--- config.mk ---
export PLATFORM = sky130hd
export DESIGN_NAME = setup_menu
export DESIGN_NICKNAME = d
export VERILOG_FILES = /design/src/rtl/setup_menu.sv
export SDC_FILE = /design/constraint.sdc
export NUM_CORES = 2
export LEC_CHECK = 0
export ABC_AREA = 0
export BUFFER_PORTS_ARGS = -buffer_cell sky130_fd_sc_hd__buf_2
export CAP_MARGIN = 20
export CORE_ASPECT_RATIO = 1.75
export CORE_MARGIN = 2
export CORE_UTILIZATION = 59
export DETAILED_ROUTE_END_ITERATION = 8
export PLACE_DENSITY = 0.79
export SLEW_MARGIN = 20
export SYNTH_ARGS = -nofsm -noshare
export SYNTH_HDL_FRONTEND = slang
export SYNTH_SLANG_ARGS = --single-unit
--- constraint.sdc ---
create_clock -name clk -period 29.8 [get_ports clk]
set_clock_uncertainty 0.1 [all_clocks]
set_input_delay 1.49 -clock clk [delete_from_list [all_inputs] [get_ports clk]]
set_output_delay 1.49 -clock clk [all_outputs]
set_load 0.01 [all_outputs]
--- src/rtl/setup_menu.sv ---
// Configuration-menu controller for the electronic lock: authenticates the master password,
// walks the keypad user through every setting on a shadow copy and commits it atomically.
module setup_menu #(
  parameter int N_USERS        = 4,
  parameter int MAX_DIGITS     = 20,
  parameter int MIN_PWD_DIGITS = 4,
  parameter int T_MIN          = 5,
  parameter int T_MAX          = 60,
  parameter int MAX_AUTH_TRIES = 3,
  parameter int TIMEOUT_CYC    = 100
) (
  input  logic                            clk,
  input  logic                            rst,
  input  logic                            setup_on,
  input  logic [4*MAX_DIGITS-1:0]         digits_value,
  input  logic                            digits_valid,
  output logic                            display_en,
  output logic [23:0]                     bcd,
  output logic                            cfg_bip_status,
  output logic [6:0]                      cfg_bip_time,
  output logic [6:0]                      cfg_trc_time,
  output logic [4*MAX_DIGITS-1:0]         cfg_senha_master,
  output logic [N_USERS*4*MAX_DIGITS-1:0] cfg_senha_user,
  output logic                            cfg_ok,
  output logic                            cfg_abort
);

  localparam int PW = 4 * MAX_DIGITS;
  localparam int UW = N_USERS * PW;
  localparam int TW = $clog2(TIMEOUT_CYC + 1);
  localparam int FW = $clog2(MAX_AUTH_TRIES + 1);
  localparam int IW = 3;
  localparam logic [PW-1:0] MASTER_RST = {{(MAX_DIGITS-4){4'hF}}, 16'h1234};

  typedef enum logic [3:0] {
    S_IDLE, S_AUTH, S_BIP_EN, S_BIP_TIME, S_TRC_TIME, S_MASTER, S_USER, S_SAVE, S_ABORT
  } state_t;

  // digits_valid is a one-cycle strobe with no ready: every strobe is consumed on the edge it
  // is sampled, and a packet that is not accepted simply leaves the menu where it was.
  state_t          state_q, state_d, adv_state;
  logic [IW-1:0]   idx_q, idx_d, adv_idx;
  logic [FW-1:0]   fails_q, fails_d;
  logic [TW-1:0]   timer_q, timer_d;

  logic            sh_bip_q, sh_bip_d;
  logic [6:0]      sh_bt_q, sh_bt_d, sh_tt_q, sh_tt_d;
  logic [PW-1:0]   sh_master_q, sh_master_d;
  logic [UW-1:0]   sh_user_q, sh_user_d;

  logic            c_bip_q, c_bip_d;
  logic [6:0]      c_bt_q, c_bt_d, c_tt_q, c_tt_d;
  logic [PW-1:0]   c_master_q, c_master_d;
  logic [UW-1:0]   c_user_q, c_user_d;

  logic            ok_q, ok_d, abort_q, abort_d;
  logic            disp_en_q, disp_en_d;
  logic [23:0]     bcd_q, bcd_d;

  logic [3:0]      d0, d1;
  logic            is_skip, is_save, time_ok, pwd_ok, accept;
  logic [6:0]      tens_v, time_raw, time_val;

  assign d0      = digits_value[3:0];
  assign d1      = digits_value[7:4];
  assign is_skip = (digits_value == {MAX_DIGITS{4'hF}});
  assign is_save = (digits_value == {MAX_DIGITS{4'hB}});
  assign time_ok = (d0 <= 4'd9) && ((d1 <= 4'd9) || (d1 == 4'hF));
  assign tens_v  = (d1 == 4'hF) ? 7'd0 : {3'b000, d1};
  assign time_raw = tens_v * 7'd10 + {3'b000, d0};

  always_comb begin
    time_val = time_raw;
    if (time_raw < 7'(T_MIN))      time_val = 7'(T_MIN);
    else if (time_raw > 7'(T_MAX)) time_val = 7'(T_MAX);
  end

  always_comb begin
    pwd_ok = 1'b1;
    for (int i = 0; i < MIN_PWD_DIGITS; i++)
      if (digits_value[4*i +: 4] > 4'd9) pwd_ok = 1'b0;
  end

  always_comb begin
    adv_state = state_q;
    adv_idx   = idx_q;
    case (state_q)
      S_BIP_EN:   adv_state = S_BIP_TIME;
      S_BIP_TIME: adv_state = S_TRC_TIME;
      S_TRC_TIME: adv_state = S_MASTER;
      S_MASTER: begin
        adv_state = S_USER;
        adv_idx   = '0;
      end
      S_USER: begin
        if (idx_q == IW'(N_USERS - 1)) adv_state = S_SAVE;
        else                           adv_idx   = idx_q + IW'(1);
      end
      default: ;
    endcase
  end

  always_comb begin
    state_d     = state_q;
    idx_d       = idx_q;
    fails_d     = fails_q;
    timer_d     = timer_q;
    accept      = 1'b0;
    sh_bip_d    = sh_bip_q;
    sh_bt_d     = sh_bt_q;
    sh_tt_d     = sh_tt_q;
    sh_master_d = sh_master_q;
    sh_user_d   = sh_user_q;
    c_bip_d     = c_bip_q;
    c_bt_d      = c_bt_q;
    c_tt_d      = c_tt_q;
    c_master_d  = c_master_q;
    c_user_d    = c_user_q;
    ok_d        = 1'b0;
    abort_d     = 1'b0;
    case (state_q)
      S_IDLE: begin
        if (setup_on) begin
          state_d     = S_AUTH;
          idx_d       = '0;
          fails_d     = '0;
          timer_d     = '0;
          sh_bip_d    = c_bip_q;
          sh_bt_d     = c_bt_q;
          sh_tt_d     = c_tt_q;
          sh_master_d = c_master_q;
          sh_user_d   = c_user_q;
        end
      end
      S_SAVE: begin
        c_bip_d    = sh_bip_q;
        c_bt_d     = sh_bt_q;
        c_tt_d     = sh_tt_q;
        c_master_d = sh_master_q;
        c_user_d   = sh_user_q;
        ok_d       = 1'b1;
        state_d    = S_IDLE;
      end
      S_ABORT: begin
        abort_d = 1'b1;
        state_d = S_IDLE;
      end
      default: begin
        timer_d = timer_q + TW'(1);
        if (digits_valid) begin
          timer_d = '0;
          if (state_q == S_AUTH) begin
            if (digits_value == c_master_q) begin
              state_d = S_BIP_EN;
            end else begin
              fails_d = fails_q + FW'(1);
              if (fails_q == FW'(MAX_AUTH_TRIES - 1)) state_d = S_ABORT;
            end
          end else if (is_save) begin
            state_d = S_SAVE;
          end else if (is_skip) begin
            accept = 1'b1;
          end else begin
            case (state_q)
              S_BIP_EN: if (d0 <= 4'd1) begin
                sh_bip_d = d0[0];
                accept   = 1'b1;
              end
              S_BIP_TIME: if (time_ok) begin
                sh_bt_d = time_val;
                accept  = 1'b1;
              end
              S_TRC_TIME: if (time_ok) begin
                sh_tt_d = time_val;
                accept  = 1'b1;
              end
              S_MASTER: if (pwd_ok) begin
                sh_master_d = digits_value;
                accept      = 1'b1;
              end
              S_USER: if (pwd_ok) begin
                sh_user_d[int'(idx_q)*PW +: PW] = digits_value;
                accept                          = 1'b1;
              end
              default: ;
            endcase
          end
          if (accept) begin
            state_d = adv_state;
            idx_d   = adv_idx;
          end
        end else if (timer_q == TW'(TIMEOUT_CYC - 1)) begin
          state_d = S_ABORT;
        end
      end
    endcase
  end

  function automatic logic [7:0] to_bcd2(input logic [6:0] v);
    return {4'(v / 7'd10), 4'(v % 7'd10)};
  endfunction

  // The display follows the state being entered so it updates on the same edge as the menu.
  always_comb begin
    bcd_d     = {6{4'hF}};
    disp_en_d = (state_d != S_IDLE);
    case (state_d)
      S_AUTH:     bcd_d[23:20] = 4'h0;
      S_BIP_EN: begin
        bcd_d[23:20] = 4'h1;
        bcd_d[3:0]   = {3'b000, sh_bip_d};
      end
      S_BIP_TIME: begin
        bcd_d[23:20] = 4'h2;
        bcd_d[7:0]   = to_bcd2(sh_bt_d);
      end
      S_TRC_TIME: begin
        bcd_d[23:20] = 4'h3;
        bcd_d[7:0]   = to_bcd2(sh_tt_d);
      end
      S_MASTER:   bcd_d[23:20] = 4'h4;
      S_USER:     bcd_d[23:20] = 4'd5 + {1'b0, idx_d};
      S_SAVE:     bcd_d[23:20] = 4'hA;
      S_ABORT:    bcd_d[23:20] = 4'hE;
      default: ;
    endcase
  end

  always_ff @(posedge clk or posedge rst) begin
    if (rst) begin
      state_q     <= S_IDLE;
      idx_q       <= '0;
      fails_q     <= '0;
      timer_q     <= '0;
      sh_bip_q    <= 1'b1;
      sh_bt_q     <= 7'(T_MIN);
      sh_tt_q     <= 7'(T_MIN);
      sh_master_q <= MASTER_RST;
      sh_user_q   <= '1;
      c_bip_q     <= 1'b1;
      c_bt_q      <= 7'd5;
      c_tt_q      <= 7'd5;
      c_master_q  <= MASTER_RST;
      c_user_q    <= '1;
      ok_q        <= 1'b0;
      abort_q     <= 1'b0;
      disp_en_q   <= 1'b0;
      bcd_q       <= {6{4'hF}};
    end else begin
      state_q     <= state_d;
      idx_q       <= idx_d;
      fails_q     <= fails_d;
      timer_q     <= timer_d;
      sh_bip_q    <= sh_bip_d;
      sh_bt_q     <= sh_bt_d;
      sh_tt_q     <= sh_tt_d;
      sh_master_q <= sh_master_d;
      sh_user_q   <= sh_user_d;
      c_bip_q     <= c_bip_d;
      c_bt_q      <= c_bt_d;
      c_tt_q      <= c_tt_d;
      c_master_q  <= c_master_d;
      c_user_q    <= c_user_d;
      ok_q        <= ok_d;
      abort_q     <= abort_d;
      disp_en_q   <= disp_en_d;
      bcd_q       <= bcd_d;
    end
  end

  assign display_en       = disp_en_q;
  assign bcd              = bcd_q;
  assign cfg_bip_status   = c_bip_q;
  assign cfg_bip_time     = c_bt_q;
  assign cfg_trc_time     = c_tt_q;
  assign cfg_senha_master = c_master_q;
  assign cfg_senha_user   = c_user_q;
  assign cfg_ok           = ok_q;
  assign cfg_abort        = abort_q;

endmodule

# Word-level counts from Yosys, hierarchy flattened
# Index checks and enable logic that the tools add are counted.
[word_totals]
ff_bits = 861
in_bits = 84
out_inout_bits = 442
wordCells = 174
[op_classes]
add_sub_neg = 6
n_mul = 2
n_div = 4
n_lt_le_gt_ge = 9
n_eq_ne = 28
shifts = 2
n_mux = 87
bitwise = 1
n_reduce_logical = 17
[op_table]
columns = ["cell", "n"]
rows = [
  ["320-bit two-way mux", 7],
  ["320-bit case mux with 2 select lines", 1],
  ["80-bit two-way mux", 7],
  ["320-bit bitwise mux", 1],
  ["80-bit by 33-bit variable shift with 320-bit output (first input constant)", 1],
  ["80-bit by 33-bit variable part select with 320-bit output", 1],
  ["80-bit == test (second input constant)", 2],
  ["80-bit case mux with 2 select lines", 1],
  ["7-bit two-way mux", 18],
  ["80-bit == test", 1],
  ["7-bit case mux with 2 select lines", 3],
  ["4-bit two-way mux", 10],
  ["10-bit negation with 33-bit output", 1],
  ["4-bit by 3-bit == test with 1-bit output (second input constant)", 8],
  ["4-bit case mux with 8 select lines", 1],
  ["1-bit two-way mux", 21],
  ["4-bit case mux with 5 select lines", 1],
  ["4-bit by 2-bit == test with 1-bit output (second input constant)", 4],
  ["4-bit greater-than comparator (second input constant)", 4],
  ["4-bit case mux with 2 select lines", 2],
  ["8-bit AND reduction", 2],
  ["7-bit by 4-bit divider with 7-bit output (second input constant)", 2],
  ["7-bit by 4-bit remainder unit with 7-bit output (second input constant)", 2],
  ["4-bit == test (second input constant)", 3],
  ["34 further kinds", 52],
]

# Logic depth before layout (Yosys ltp)
[depth]
word_depth = 17
ltp_mapped = 22
mapped_depth_nobuf = 20

# Worst setup path before layout
# Ideal clock, no wire load.
[synth_timing]
kind = "in2reg"
start = "input digits_value[6]"
end = "register bcd_q[2], in the netlist bcd[2]"
setup_time_ns = 0.098
arrival_time_ns = 5.633
required_time_ns = 29.602
setup_slack_ns = 23.968
stages = 20
path_buffers = 2
cell_sequence = "buf_6 > clkbuf_1 > nand3_1 > nand2_1 > xnor2_1 > ha_1 > and4b_1 > nor3_1 > nor4_1 > or4_1 > a21oi_2 > o21ai_0 > mux2_2 > a311o_1 > a21oi_1 > ha_1 > a21oi_1 > o31a_1 > a211o_1 > o311ai_1"
[synth_between]
elab_chain_cells = 16
word_cells_on_any_way = 52
cone_classes = "add/sub (1); mul (1); div (2); order compare (4); eq/ne (7); mux (35); reduce/logical (2)"
[synth_rtl]
columns = ["element", "line_no", "text"]
rows = [
  ["from (decl)", "15", "input logic [4*MAX_DIGITS-1:0] digits_value,"],
  ["4-bit == test / 4-bit greater-than comparator (equally long branches)", "68, 69, 81", ""],
  ["4-bit two-way mux / 1-bit two-way mux (equally long branches)", "69, 81", ""],
  ["4-bit by 3-bit multiplier with 6-bit output / 1-bit two-way mux (equally long branches)", "70, 81", ""],
  ["7-bit by 4-bit adder with 7-bit output / 1-bit two-way mux (equally long branches)", "70, 81", ""],
  ["7-bit by 6-bit greater-than comparator with 1-bit output / 1-bit two-way mux (equally long branches)", "75, 177, 181", ""],
  ["7-bit two-way mux / 1-bit case mux with 3 select lines (equally long branches)", "75, 164", ""],
  ["7-bit two-way mux / 1-bit two-way mux (equally long branches)", "74, 161", ""],
  ["7-bit two-way mux, or another cell as far along", "173", "S_TRC_TIME: if (time_ok) begin"],
  ["7-bit two-way mux / 1-bit two-way mux (equally long branches)", "164, 152", ""],
  ["7-bit two-way mux / 1-bit two-way mux (equally long branches)", "161, 150", ""],
  ["7-bit two-way mux / 1-bit two-way mux (equally long branches)", "159, 121", ""],
  ["7-bit two-way mux / 4-bit two-way mux (equally long branches)", "152, 188", ""],
  ["7-bit two-way mux / 4-bit two-way mux (equally long branches)", "150", "if (digits_valid) begin"],
  ["7-bit case mux with 2 select lines / 4-bit case mux with 2 select lines (equally long branches)", "121", "case (state_q)"],
  ["7-bit by 4-bit remainder unit with 7-bit output, or another cell as far along", "200", "return {4'(v / 7'd10), 4'(v % 7'd10)};"],
  ["4-bit case mux with 3 select lines *", "207", "case (state_d)"],
  ["named net bcd_d[2]", "58", "logic [23:0] bcd_q, bcd_d;"],
  ["to (signal assigned)", "248", "bcd_q <= {6{4'hF}};"],
  ["to (decl)", "58", ""],
]
# Mark *: on every way through the listed nets, which the timed path passes. The rest lies on a longest branch. The select of a mux whose other input is x is not followed.
# A chain may end at the register's enable or synchronous reset.

# Final worst setup path
[layout_timing]
start = "register state_q[3]"
end = "register bcd_q[2], in the netlist bcd[2]"
[layout_between]
elab_chain_cells = 13
word_cells_on_any_way = 47
cone_classes = "div (2); eq/ne (11); mux (30); reduce/logical (4)"
[layout_rtl]
columns = ["element", "line_no", "text"]
rows = [
  ["from (decl)", "41", "state_t state_q, state_d, adv_state;"],
  ["from (signal assigned)", "250", "state_q <= state_d;"],
  ["4-bit by 3-bit == test with 1-bit output / 4-bit by 2-bit == test with 1-bit output (equally long branches)", "87, 164", ""],
  ["2-bit OR reduction (no source line)", "--", ""],
  ["1-bit case mux with 3 select lines", "164", "case (state_q)"],
  ["1-bit two-way mux", "161", "end else if (is_skip) begin"],
  ["1-bit two-way mux", "159", "end else if (is_save) begin"],
  ["1-bit two-way mux", "152", "if (state_q == S_AUTH) begin"],
  ["1-bit two-way mux", "150", ""],
  ["1-bit two-way mux", "121", ""],
  ["4-bit two-way mux", "188", "if (accept) begin"],
  ["4-bit two-way mux", "150", ""],
  ["4-bit case mux with 2 select lines *", "121", ""],
  ["named net state_d[2]", "41", ""],
  ["4-bit by 3-bit == test with 1-bit output / 4-bit by 2-bit == test with 1-bit output (equally long branches)", "207", ""],
  ["4-bit case mux with 3 select lines *", "207", ""],
  ["named net bcd_d[2]", "58", ""],
]
# Marks and branches as above.

==> impl_metrics.prom <==
# TYPE chip_impl_metric gauge
chip_impl_info{name="run_status",value="complete, but fails checks"} 1
chip_impl_info{name="timing.critical_path.cells",value="nand4b_1, buf_4, buf_4, inv_8, o2bb2ai_1, and2_1, and3b_1, mux2_2, a311o_1, a21oi_1, ha_1, a21oi_1, o31a_1, a211o_1, o311ai_1"} 1
chip_impl_info{name="startpoint_type",value="flop"} 1
chip_impl_metric{name="hold_viol",unit=""} 0
chip_impl_info{name="clock-root-buffer",value="clkbuf_16"} 1
chip_impl_metric{name="placedInstanceArea",unit="um^2"} 46750
chip_impl_metric{name="final_layout_size_suffix_gt1_share",unit="%"} 29.38
chip_impl_metric{name="final.min_clock_period",unit="ns"} 6.255
chip_impl_metric{name="route.vias.total",unit=""} 42020
chip_impl_metric{name="area_growth_syn_to_layout",unit="%"} 13.44
chip_impl_metric{name="design_area",unit="um^2"} 49670
chip_impl_metric{name="syn-instance-count",unit=""} 5214
chip_impl_metric{name="flop_and_latch_count_out_of_synthesis",unit=""} 861
chip_impl_metric{name="timing.setup.tns",unit="ns"} 0
chip_impl_metric{name="core",unit="um^2"} 73830
chip_impl_metric{name="clock_sinks",unit=""} 861
chip_impl_info{name="crit_path_start",value="state_q[3]$_DFF_PP0_"} 1
chip_impl_info{name="unrepaired_setup_endpoints_after_global_routing",value="false"} 1
chip_impl_info{name="timing_worst_setup_path_type",value="flop to flop"} 1
chip_impl_info{name="tritoncts",value="yes"} 1
chip_impl_info{name="timing.critical_path.to_type",value="flop"} 1
chip_impl_info{name="violations",value="DRC"} 1
chip_impl_metric{name="achievable-frequency",unit="MHz"} 159.9
chip_impl_metric{name="clkSlewWorstSetupHoldPaths",unit="ns"} 0.07
chip_impl_info{name="yosys_most_used_dff",value="dfstp_2"} 1
chip_impl_info{name="hold_class",value="flop to flop"} 1
chip_impl_metric{name="remaining_overflow_grt",unit=""} 0
chip_impl_metric{name="first_global_vias",unit=""} 39770
chip_impl_metric{name="critical_path.max_stage_delay",unit="ns"} 0.78
chip_impl_metric{name="setup_viol",unit=""} 0
chip_impl_metric{name="drt_first_pass_iters",unit=""} 9
chip_impl_info{name="critical_path.top_delay_family",value="buffers and inverters"} 1
chip_impl_metric{name="cts_setup_buffers",unit=""} 0
chip_impl_metric{name="avgRoutedWirePerCell",unit="um"} 26.87
chip_impl_metric{name="power-per-cell-area",unit="nW/um^2"} 87.40
chip_impl_metric{name="hold_buffers",unit=""} 0
chip_impl_info{name="min-delay-start",value="sh_master_q[70]$_DFFE_PP1P_"} 1
chip_impl_info{name="cp_slowest_cell",value="buf_4"} 1
chip_impl_metric{name="wire_length_of_the_first_global_routing_pass",unit="um"} 256900
chip_impl_metric{name="cp_num_buf_inv",unit=""} 3
chip_impl_metric{name="synth_sequential_area_ratio",unit="%"} 51.49
chip_impl_metric{name="groute.usage.overall",unit="%"} 45.08
chip_impl_metric{name="finalNetCount",unit=""} 5610
chip_impl_metric{name="slew_viol_final",unit=""} 0
chip_impl_metric{name="placement.io_buffers",unit=""} 513
chip_impl_metric{name="final_core_utilization",unit="%"} 67.28
chip_impl_metric{name="design.portCount",unit=""} 526
chip_impl_metric{name="max-slew-margin-rel",unit="%"} 12.69
chip_impl_metric{name="cp.arrival",unit="ns"} 6.73
chip_impl_metric{name="placement_rows",unit=""} 132
chip_impl_metric{name="wl",unit="um"} 174900
chip_impl_metric{name="worst_pin_slew",unit="ns"} 1.310
chip_impl_metric{name="post-layout-total-power",unit="mW"} 4.341
chip_impl_metric{name="critical_path_peak_fanout",unit=""} 80
chip_impl_metric{name="initial_antenna_violation_count",unit=""} 1
chip_impl_metric{name="synth_enable_flop_cells",unit=""} 0
chip_impl_metric{name="synthesis.area_per_instance",unit="um^2"} 8.398
chip_impl_metric{name="cts_bufs_inserted",unit=""} 80
chip_impl_info{name="r2r_path_start",value="state_q[3]$_DFF_PP0_"} 1
chip_impl_metric{name="post_synthesis_cell_area",unit="um^2"} 43790
chip_impl_metric{name="async_flop_share",unit="%"} 100.0
chip_impl_metric{name="ctsHtreeMaxLevel",unit=""} 3
chip_impl_metric{name="detail-route-antenna-nets",unit=""} 0
chip_impl_metric{name="final.period_utilization",unit="%"} 20.99
chip_impl_metric{name="clk_latency",unit="ns"} 0.70
chip_impl_metric{name="count_of_maximum_capacitance_violations",unit=""} 0
chip_impl_metric{name="post-dp-hpwl",unit="um"} 120500
chip_impl_metric{name="leakage",unit="nW"} 21.10
chip_impl_metric{name="max-vdd-ir-drop",unit="mV"} 0.09414
chip_impl_metric{name="maximum_number_of_pins_on_one_net_before_global_route_repair",unit=""} 234
chip_impl_metric{name="initialDrtViolationCount",unit=""} 6126
chip_impl_metric{name="post-route-drc-count",unit=""} 20
chip_impl_metric{name="floorplan.die.height",unit="um"} 364.4
chip_impl_metric{name="synth_warnings",unit=""} 0
chip_impl_metric{name="floorplan.initialDensity",unit="%"} 59.31
chip_impl_metric{name="floorplan.die.width",unit="um"} 209.9
chip_impl_metric{name="required_time_worst_endpoint",unit="ns"} 30.27
chip_impl_metric{name="avgViaCountPerCell",unit=""} 6.457
chip_impl_metric{name="synth_cell_types",unit=""} 89
chip_impl_metric{name="cts_max_path_buffers",unit=""} 3
chip_impl_metric{name="last_weighted_congestion_value_of_the_routability_driven_placer",unit=""} 1.030
chip_impl_metric{name="fp.dieArea",unit="um^2"} 76500
chip_impl_metric{name="cts-resized-gates",unit=""} 0
-- stage by stage --
stage | hold slack, ns | instances | setup WS (ns)
2_1_floorplan | 0.3342 | 5225 | 5.339
3_3_place_gp | 0.3361 | 6357 | 23.11
3_5_place_dp | 0.3423 | 6357 | 23.05
4_1_cts | 0.3415 | 6502 | 23.68
5_1_grt | 0.3576 | 6508 | 23.28
6_report | 0.3409 | 6508 | 23.55
-- state kept, by name (all words and copies together) (netlist names), 12 cells and up --
name,flops
sh_user_q,320
cfg_senha_master,80
bcd,12
sh_master_q,80
cfg_senha_user,320
-- logic make-up after synthesis --
group                      after synthesis  share of synthesized area, %
adders and majority gates               21                        0.5943
AOI/OAI and AO/OA                     1217                         16.65
xor gates and xnor gates                94                         1.880
buffers and inverters                  424                         3.846
other                                    1                      0.008564
DFF                                    861                         51.49
and+or+nand+nor                       2501                         23.21
muxes                                   95                         2.317
-- final cells by class --
cell class,instances,area (um^2)
well taps,938,1174
clock buffers,108,2268
diodes,1,2.502
fillers,6045,24150
flip-flops and latches,861,22550
clock inverters,37,500.5
repair buffers,595,3279
multi-input cells,3940,19780
inverters,28,120.1
-- final timing paths --
| check | endpoint | slack [ns] | cells after the start |
|---|---|---|---|
| max | bcd[2]$_DFF_PP1_ | 23.55 | 15 |
| min | cfg_senha_master[70]$_DFFE_PP1P_ | 0.34 | 2 |
| max reg2reg | bcd[2]$_DFF_PP1_ | 23.55 | 15 |
| min reg2reg | cfg_senha_master[70]$_DFFE_PP1P_ | 0.34 | 2 |
| max in group asynchronous | cfg_senha_user[132]$_DFFE_PP1P_ | 24.65 | 6 |
| min in group asynchronous | cfg_senha_master[0]$_DFFE_PP0P_ | 0.93 | 2 |
-- worst register-to-register path: stages (launching register included) --
cell,delay (ns)
dfrtp_1,0.71
nand4b_1,0.21
buf_4,0.78
buf_4,0.75
inv_8,0.37
o2bb2ai_1,0.38
and2_1,0.26
and3b_1,0.55
mux2_2,0.44
a311o_1,0.33
a21oi_1,0.19
ha_1,0.25
a21oi_1,0.09
o31a_1,0.33
a211o_1,0.31
o311ai_1,0.10
-- report_power, final --
group          total (mW)  internal, mW  leakage, nW  switching (mW)
sequential           1.87          1.63         9.11           0.236
clock                1.10         0.611         1.36           0.490
combinational        1.37         0.403         10.6           0.966
-- per-layer routing --
metal	part of all wire [%]	up-vias	GRT usage, %
met5	0	-	0.1916
met4	8.5	0	31.76
met3	12	665	14.62
met2	44	2773	67.90
met1	35	20380	54.84
li1	-	18210	-
-- synthesized netlist by cell type (20+ instances only) --
| cell type | n | area (um^2) |
|---|---|---|
| nand3_1 | 68 | 340.3 |
| mux2_2 | 51 | 574.3 |
| dfstp_2 | 800 | 21020 |
| nand2_1 | 1750 | 6569 |
| nor2b_1 | 26 | 162.7 |
| a2bb2oi_1 | 24 | 210.2 |
| o2111ai_1 | 21 | 183.9 |
| a21oi_1 | 384 | 1922 |
| clkbuf_1 | 343 | 1287 |
| nor3_1 | 52 | 260.3 |
| o21ai_0 | 321 | 1607 |
| nor2_1 | 424 | 1592 |
| xnor2_1 | 86 | 753.2 |
| nand4_1 | 46 | 287.8 |
| buf_1 | 20 | 75.07 |
| mux2i_1 | 44 | 440.4 |
| ha_1 | 20 | 250.2 |
| a31oi_1 | 87 | 544.3 |
| o22ai_1 | 84 | 525.5 |
| dfrtp_1 | 61 | 1526 |
| a22oi_1 | 195 | 1464 |
| inv_1 | 26 | 97.59 |
| or3_1 | 45 | 281.5 |
-- placed cells by master, fill, tap and decap left out, drive strengths merged, types with 19 or more instances in the layout --
cell	n
o22ai	84
a31oi	88
nor2b	26
nor2	426
mux2i	44
a21oi	385
nand2	1750
dfstp	800
dfrtp	61
o21ai	337
inv	29
a2bb2oi	24
nand4	47
or3	45
mux2	51
clkbuf	108
clkinv	26
and3	19
nor3	52
ha	20
o2111ai	21
buf	595
nand3	68
a22o	19
xnor2	86
a22oi	195
Note: power is estimated with default switching activity, not from simulation.
